File: config.mk
export PLATFORM = sky130hd
export DESIGN_NAME = mem_arbiter
export DESIGN_NICKNAME = d
export VERILOG_FILES = /design/src/rtl/mem_arbiter.sv
export SDC_FILE = /design/constraint.sdc
export NUM_CORES = 1
export LEC_CHECK = 0
export BUFFER_PORTS_ARGS = -buffer_cell sky130_fd_sc_hd__buf_4
export CAP_MARGIN = 40
export CORE_MARGIN = 2
export CORE_UTILIZATION = 53
export CTS_BUF_LIST = sky130_fd_sc_hd__clkbuf_4
export CTS_CLUSTER_SIZE = 16
export DETAILED_ROUTE_END_ITERATION = 6
export GPL_ROUTABILITY_DRIVEN = 0
export PLACE_DENSITY = 0.84
export SLEW_MARGIN = 20
export SYNTH_ARGS = -nofsm -noshare
export SYNTH_HDL_FRONTEND = slang
export SYNTH_SLANG_ARGS = --single-unit
File: constraint.sdc
create_clock -name clk -period 3.15 [get_ports clk]
set_clock_uncertainty 0.15 [all_clocks]
set_input_delay 0.315 -clock clk [delete_from_list [all_inputs] [get_ports clk]]
set_output_delay 0.315 -clock clk [all_outputs]
set_load 0.005 [all_outputs]
File: src/rtl/mem_arbiter.sv
// Arbiter that shares one single-outstanding memory backend between the fetch (IF)
// and data (DM) ports, with alternating priority under contention and a WAIT timeout.
module mem_arbiter #(
    parameter int TIMEOUT = 16
) (
    input  logic        clk,
    input  logic        rst,
    input  logic        if_req,
    input  logic [15:0] if_addr,
    output logic [15:0] if_data,
    output logic        if_done,
    output logic        if_stall,
    input  logic        dm_en,
    input  logic        dm_wr,
    input  logic [15:0] dm_addr,
    input  logic [15:0] dm_wdata,
    output logic [15:0] dm_rdata,
    output logic        dm_done,
    output logic        dm_stall,
    output logic [15:0] mem_addr,
    output logic [15:0] mem_wdata,
    output logic        mem_rd,
    output logic        mem_wr,
    input  logic [15:0] mem_rdata,
    input  logic        mem_ack,
    output logic        err
);
    localparam int CNT_W = $clog2(TIMEOUT + 1);
    localparam logic [CNT_W-1:0] CNT_LAST = CNT_W'(TIMEOUT - 1);

    typedef enum logic [1:0] {IDLE, ISSUE, WAIT, RESP} state_t;

    state_t           state, state_n;
    logic             owner_dm, owner_dm_n;
    logic             wr_q, wr_q_n;
    logic             skip, skip_n;
    logic [CNT_W-1:0] cnt, cnt_n;
    logic             err_n, if_done_n, dm_done_n;
    logic [15:0]      addr_n, wdata_n, if_data_n, dm_rdata_n;
    logic             grant_dm;

    // skip remembers that IF was passed over, so it wins the next tie.
    assign grant_dm = dm_en & (~if_req | ~skip);

    assign mem_rd   = (state == ISSUE) & ~wr_q;
    assign mem_wr   = (state == ISSUE) & wr_q;
    assign if_stall = if_req & ~if_done;
    assign dm_stall = dm_en & ~dm_done;

    always_comb begin
        state_n    = state;
        owner_dm_n = owner_dm;
        wr_q_n     = wr_q;
        skip_n     = skip;
        cnt_n      = cnt;
        err_n      = err;
        addr_n     = mem_addr;
        wdata_n    = mem_wdata;
        if_data_n  = if_data;
        dm_rdata_n = dm_rdata;
        if_done_n  = 1'b0;
        dm_done_n  = 1'b0;
        unique case (state)
            IDLE: begin
                if (if_req | dm_en) begin
                    owner_dm_n = grant_dm;
                    cnt_n      = '0;
                    state_n    = ISSUE;
                    if (grant_dm) begin
                        addr_n  = dm_addr;
                        wdata_n = dm_wdata;
                        wr_q_n  = dm_wr;
                        skip_n  = if_req;
                    end else begin
                        addr_n  = if_addr;
                        wr_q_n  = 1'b0;
                        skip_n  = 1'b0;
                    end
                end
            end
            ISSUE: state_n = WAIT;
            WAIT: begin
                if (mem_ack || cnt == CNT_LAST) begin
                    // A timed-out access still completes, returning zero data.
                    if (!mem_ack) err_n = 1'b1;
                    if (owner_dm) begin
                        dm_rdata_n = mem_ack ? mem_rdata : 16'h0000;
                        dm_done_n  = 1'b1;
                    end else begin
                        if_data_n  = mem_ack ? mem_rdata : 16'h0000;
                        if_done_n  = 1'b1;
                    end
                    state_n = RESP;
                end else begin
                    cnt_n = cnt + 1'b1;
                end
            end
            RESP: state_n = IDLE;
            default: state_n = IDLE;
        endcase
    end

    always_ff @(posedge clk) begin
        if (rst) begin
            state     <= IDLE;
            owner_dm  <= 1'b0;
            wr_q      <= 1'b0;
            skip      <= 1'b0;
            cnt       <= '0;
            err       <= 1'b0;
            if_done   <= 1'b0;
            dm_done   <= 1'b0;
            mem_addr  <= 16'h0000;
            mem_wdata <= 16'h0000;
            if_data   <= 16'h0000;
            dm_rdata  <= 16'h0000;
        end else begin
            state     <= state_n;
            owner_dm  <= owner_dm_n;
            wr_q      <= wr_q_n;
            skip      <= skip_n;
            cnt       <= cnt_n;
            err       <= err_n;
            if_done   <= if_done_n;
            dm_done   <= dm_done_n;
            mem_addr  <= addr_n;
            mem_wdata <= wdata_n;
            if_data   <= if_data_n;
            dm_rdata  <= dm_rdata_n;
        end
    end
endmodule

==> results of run 1 <==
==> layer usage <==
metal  vias up  GRT usage (%)  routed length, um
li1       1623              -                  -
met1      1560           30.1               3690
met2       139           43.8               4410
met3        24           6.09                659
met4         0           11.8                221
met5         -              0                  0
==> registers in the layout, summed over array words and instances (netlist names) <==
register / flops
if_data: 16
skip: 1
mem_wdata: 16
dm_rdata: 16
dm_done: 1
wr_q: 1
state: 2
mem_addr: 16
err: 1
cnt: 5
owner_dm: 1
if_done: 1
==> cell type report <==
cell class / instances / area share (%)
sequential: 77 / 33.4
multi-input combinational: 252 / 32.8
timing repair buffer: 169 / 28.7
tap: 75 / 2.03
clock buffer: 10 / 1.63
clock inverter: 6 / 1.03
inverter: 5 / 0.407
==> cells by family after synthesis <==
| group | share of synthesized area (%) |
|---|---|
| compound gates | 21.0 |
| simple gates | 18.3 |
| flops | 47.4 |
| buf+inv | 5.97 |
| mux | 4.93 |
| fa+ha+maj | 2.31 |
==> worst max-delay path: stages (launching register included) <==
cell and delay (ns):
dfxtp_1 0.36, ha_1 0.24, and3_1 0.19, ha_1 0.25, o211ai_2 0.67, nand2_1 0.14, a21oi_1 0.16
==> metrics by stage <==
step,hold WS (ns),util [%],power (uW),instances,setup WS (ns)
2_1_floorplan,0.303,-,1780,367,1.24
3_3_place_gp,0.292,72.0,2160,555,1.11
3_5_place_dp,0.298,72.0,2190,555,1.02
4_1_cts,0.000508,78.0,2740,594,0.998
5_1_grt,0.0142,78.0,2910,594,0.783
6_report,0.0148,78.0,2750,594,0.947
==> worst min path at each step <==
stage	startpoint	endpoint	slack (ns)
6_report	mem_rdata[7]	dm_rdata[7]	0.01
4_1_cts	mem_rdata[7]	dm_rdata[7]	0.0005
2_1_floorplan	dm_rdata[0]	dm_rdata[0]	0.30
3_3_place_gp	dm_rdata[6]	dm_rdata[6]	0.29
5_1_grt	mem_rdata[2]	dm_rdata[2]	0.01
3_5_place_dp	dm_rdata[0]	dm_rdata[0]	0.30
==> power by group <==
group | switching, uW | total (uW) | leakage [uW] | internal (uW)
logic | 494 | 969 | 0.00127 | 475
registers | 91.1 | 1230 | 0.000628 | 1140
clock network | 368 | 544 | 0.0000557 | 176
total | 953 | 2750 | 0.00195 | 1790
==> cells in the final DEF, fill, tap and decap left out, drive strengths merged, types with 16 or more instances in the layout <==
cell type / Yosys / final
buf: 19 / 146
dfxtp: 77 / 77
a21oi: 51 / 51
o21ai: 36 / 36
nand3: 34 / 34
dlygate4sd3: 0 / 23
nand2: 22 / 22
nor2: 21 / 21
nand4b: 16 / 16
mux2i: 16 / 16
a211oi: 16 / 16
==> flow_summary.yaml, run 1 <==
placement:
  placed_area_um2: 4260
  dp_hpwl_mm: 5.87
  port_buffers: 140
layout:
  fin_area_um2: 4620
  fillers: 406
  layout.nets: 590
  drive_above_1_share_pct: 32.2
  multi_input_area_um2: 1510
  syn_to_final_growth_pct: 42.1
  register_area_um2: 1540
  antenna_cells: 0
critical_path:
  arrival_ns: 2.43
  start_kind: "flip-flop"
  path_max_fanout: 17
  endpoint_kind: "flip-flop"
  reg2reg_to: "dm_rdata[5]"
  criticalPathCategory: "reg -> reg"
  crit_end: "dm_rdata[5]"
  r2r-start: "cnt[0]"
  reg2reg_depth: 6
  rrSetupSlack_ns: 0.95
  cp_data_required_time_ns: 3.37
  startpoint: "cnt[0]"
timing:
  tns_ns: 0
  tightest_slew_ns: 0.804
  rsz0062_at_grt: "false"
  hold_viol_final: 0
  setup_viol: 0
  drv_slew: 0
  fin_crit_sh_pct: 70.0
  post-route-min-period_ns: 2.20
  slew_headroom_pct: 46.3
  max_freq_mhz: 454
drt:
  drc: 0
  ant_nets: 0
  vias: 3346
  avgViaCountPerCell: 5.63
  avgRoutedWirePerCell_um: 15.1
  wirelength_mm: 8.98
  dr.pass1.iters: 4
  drtIter0Drc: 221
floorplanning:
  die_w_um: 82.3
  fp.dieH_um: 82.3
  start_util_pct: 54.9
  dieArea_um2: 6770
  rows: 28
  pin_count: 141
  core_um2: 5920
synth:
  ys.flop_type: "dfxtp_1"
  synth_most_common_cell: "dfxtp_1"
  synth_nets: 443
  yosysWarnings: 0
  ys_seq_elements: 77
  ys_types: 43
  synthesis.instances: 367
  async_reset_ff_share_pct: 0
  synth_top_area_share_pct: 47.4
  seq_area_frac_synth_pct: 47.4
  synth_commonest_cells: "dfxtp_1 (77), a21oi_1 (51), o21ai_0 (35)"
  yosysTopAreaCell: "dfxtp_1"
  synth_edf_count: 0
  yosys-top-cells-area: "dfxtp_1 (47%), a21oi_1 (7.9%), o21ai_0 (5.4%), nand3_1 (5.2%), mux2i_1 (4.9%)"
  syn_area_um2: 3250
  synth.avg_cell_area_um2: 8.85
min_path:
  hold_class: "in -> reg"
  hold_depth: 3
clock_network:
  cts_tree: "built"
  hold_buffers: 23
  cts.repair.resized: 0
  cts_root_buffer: "clkbuf_4"
  numClockSinks: 77
  clock_latency_ns: 0.42
  post_cts_buffers: 0
  clock_path_buffers: 2
  cts.clk_slew.worst_paths_ns: 0.14
  numCtsBuffers: 9
  htree_levels: 3
grt:
  grt_max_degree: 43
  grt_pass1_vias: 3060
  grt.overflow.total: 0
  antenna_found_initial: 0
  grt_pass1_wl_mm: 13.5
  track_usage_pct: 25.6
power:
  vdd_drop_max_mv: 0.406
  leakagePower_uw: 0.00195
  powerDensity_nw_per_um2: 595
run:
  maxCapViolCount: 0
status:
  status: "finished, final reports clean"
Note: power is estimated with default switching activity, not from simulation.
==> run 2, diff against run 1 <==
--- a/config.mk
+++ b/config.mk
@@ -8,12 +8,12 @@
 export BUFFER_PORTS_ARGS = -buffer_cell sky130_fd_sc_hd__buf_4
 export CAP_MARGIN = 40
 export CORE_MARGIN = 2
-export CORE_UTILIZATION = 53
+export CORE_UTILIZATION = 44
 export CTS_BUF_LIST = sky130_fd_sc_hd__clkbuf_4
 export CTS_CLUSTER_SIZE = 16
 export DETAILED_ROUTE_END_ITERATION = 6
 export GPL_ROUTABILITY_DRIVEN = 0
-export PLACE_DENSITY = 0.84
+export PLACE_DENSITY = 0.74
 export SLEW_MARGIN = 20
 export SYNTH_ARGS = -nofsm -noshare
 export SYNTH_HDL_FRONTEND = slang
==> constraint.sdc (replaced) <==
create_clock -name clk -period 1.86 [get_ports clk]
set_clock_uncertainty 0.15 [all_clocks]
set_input_delay 0.186 -clock clk [delete_from_list [all_inputs] [get_ports clk]]
set_output_delay 0.186 -clock clk [all_outputs]
set_load 0.005 [all_outputs]
==> run 2 against run 1 <==
Total power rose by 92%; core utilization fell by 4.1 points; wire length rose by 26%; first-iteration DRC count rose by 20%; critical endpoint is now cnt[2]; largest cell class is now buffers; largest power group unchanged.
==> flow_summary.yaml, run 2 (synthesized netlist as in run 1, its figures left out) <==
grt:
  grt.overflow.total: 0
  grt_max_degree: 34
  use_met2_pct: 47.5
  antenna_found_initial: 0
  met1_usage_pct: 31.9
  grt_pass1_wl_mm: 17.8
  grt_use_met3_pct: 5.87
  grt-busiest-layer: "met2"
  track_usage_pct: 27.2
  grt_pass1_vias: 3514
placement:
  dp_hpwl_mm: 6.44
  placed_area_um2: 4410
  port_buffers: 140
  dp.cells: 591
power:
  pwr-share-seq_pct: 39.9
  p_comb_share_pct: 36.1
  finalPower_uw: 5290
  switching_share_pct: 32.4
  pwr-share-clk_pct: 24.0
  p_switching_uw: 1710
  internal_power_uw: 3570
  vdd_drop_max_mv: 0.457
  leakagePower_uw: 0.00224
  powerDensity_nw_per_um2: 991
layout:
  syn_to_final_growth_pct: 64.1
  fin_area_um2: 5330
  layout_commonest_cell: "buf_4"
  antenna_cells: 0
  final_cells: 674
  fillers: 511
  most-common-layout-cells: "buf_4 (156), dfxtp_1 (76), dlygate4sd3_1 (67)"
  layout.nets: 646
  drive_above_1_share_pct: 32.7
critical_path:
  criticalPathCategory: "reg -> reg"
  cp_top_family: "simple AND/OR/NAND/NOR gates"
  path_cells: "ha_1 > and3_4 > ha_4 > o21a_4 > nor3_4 > a311oi_2"
  path_max_fanout: 6
  path_buf_inv: 0
  start_kind: "flip-flop"
  slowest_delay_ns: 0.34
  cp_data_required_time_ns: 2.00
  critPathSlowestCell: "dfxtp_2"
  endpoint_kind: "flip-flop"
  arrival_ns: 1.95
timing:
  fin_crit_sh_pct: 97.3
  drv_slew: 0
  slew_headroom_pct: 57.8
  tns_ns: 0
  post-route-min-period_ns: 1.81
  hold_viol_final: 0
  tightest_slew_ns: 0.632
  max_freq_mhz: 552
  whs_ns: 0.00812
  setup_viol: 0
floorplanning:
  dieArea_um2: 8090
  pin_count: 141
  fp.dieH_um: 89.9
  start_util_pct: 45.0
  core_um2: 7210
  rows: 31
  die_w_um: 89.9
clock_network:
  cts_tree: "built"
  cts_root_buffer: "clkbuf_4"
  clock_path_buffers: 2
  numCtsBuffers: 9
  clock_latency_ns: 0.41
  post_cts_buffers: 0
  numClockSinks: 77
  htree_levels: 3
  cts.clk_slew.worst_paths_ns: 0.13
drt:
  avgViaCountPerCell: 5.36
  vias: 3613
  avgRoutedWirePerCell_um: 16.8
  drc: 0
  ant_nets: 0
  drtIter0Drc: 265
  dr.pass1.iters: 4
  wirelength_mm: 11.4
run:
  maxCapViolCount: 0
status:
  status: "finished, final reports clean"
min_path:
  hold_class: "in -> reg"
==> run 2: changes by cell type in the layout (fill, tap and decap cells not counted), sizes merged <==
cell         change
dlygate4sd3     +44
buf             +12
bufinv           +3
clkinv           +2
clkinvlp         -2
inv              -2
clkbuf           -1
==> run 2: worst paths after layout <==
| kind | to | cells past startpoint | slack (ns) | from |
|---|---|---|---|---|
| max | cnt[2] | 6 | 0.05 | cnt[0] |
| min | dm_done | 3 | 0.008 | mem_ack |
| max reg2reg | cnt[2] | 6 | 0.05 | cnt[0] |
| min reg2reg | dm_rdata[3] | 2 | 0.31 | dm_rdata[3] |
==> run 2: cell type report <==
class / count / area [um^2] / area share [%]
repair buffers: 225 / 1880 / 35.3
multi-input cells: 252 / 1580 / 29.7
flip-flops and latches: 77 / 1540 / 28.9
well taps: 99 / 124 / 2.32
clock inverters: 7 / 114 / 2.14
clock buffers: 9 / 67.6 / 1.27
inverters: 5 / 18.8 / 0.352
==> run 2: through the flow <==
stage,util [%],setup slack (ns)
final,73.9,0.0497
after CTS,73.0,0.0219
after global placement,61.2,0.00166
after global routing,73.9,-0.00906
after floorplan,-,-0.0467
after detailed placement,61.2,-0.0872
==> run 2: per-layer routing <==
layer | vias up | part of all wire, %
met5 | - | 0
met4 | 0 | 3.6
met3 | 39 | 5.7
met2 | 131 | 52
met1 | 1717 | 39
li1 | 1726 | -
==> run 2: worst register-to-register path, stage by stage (launching register included) <==
cell and delay [ns]:
dfxtp_2 0.34, ha_1 0.21, and3_4 0.20, ha_4 0.19
o21a_4 0.21, nor3_4 0.25, a311oi_2 0.15
==> run 2: power by group through the flow <==
| stage | Clock [uW] | Sequential [uW] | Combinational (uW) |
|---|---|---|---|
| finish | 1270 | 2110 | 1910 |
| global route | 1360 | 2140 | 2070 |
| CTS | 1290 | 2090 | 1830 |
| detailed placement | 0 | 2120 | 1690 |
| global placement | 0 | 2110 | 1650 |
| floorplan | 0 | 2130 | 890 |
==> run 2: repair_timing <==
action / 4_1_cts / 5_1_grt
pin swaps: 0 / 3
setup endpoints to repair: 20 / 27
hold buffers: 66 / 1
gates resized for setup: 4 / 10
endpoints found under the hold margin: 70 / 1
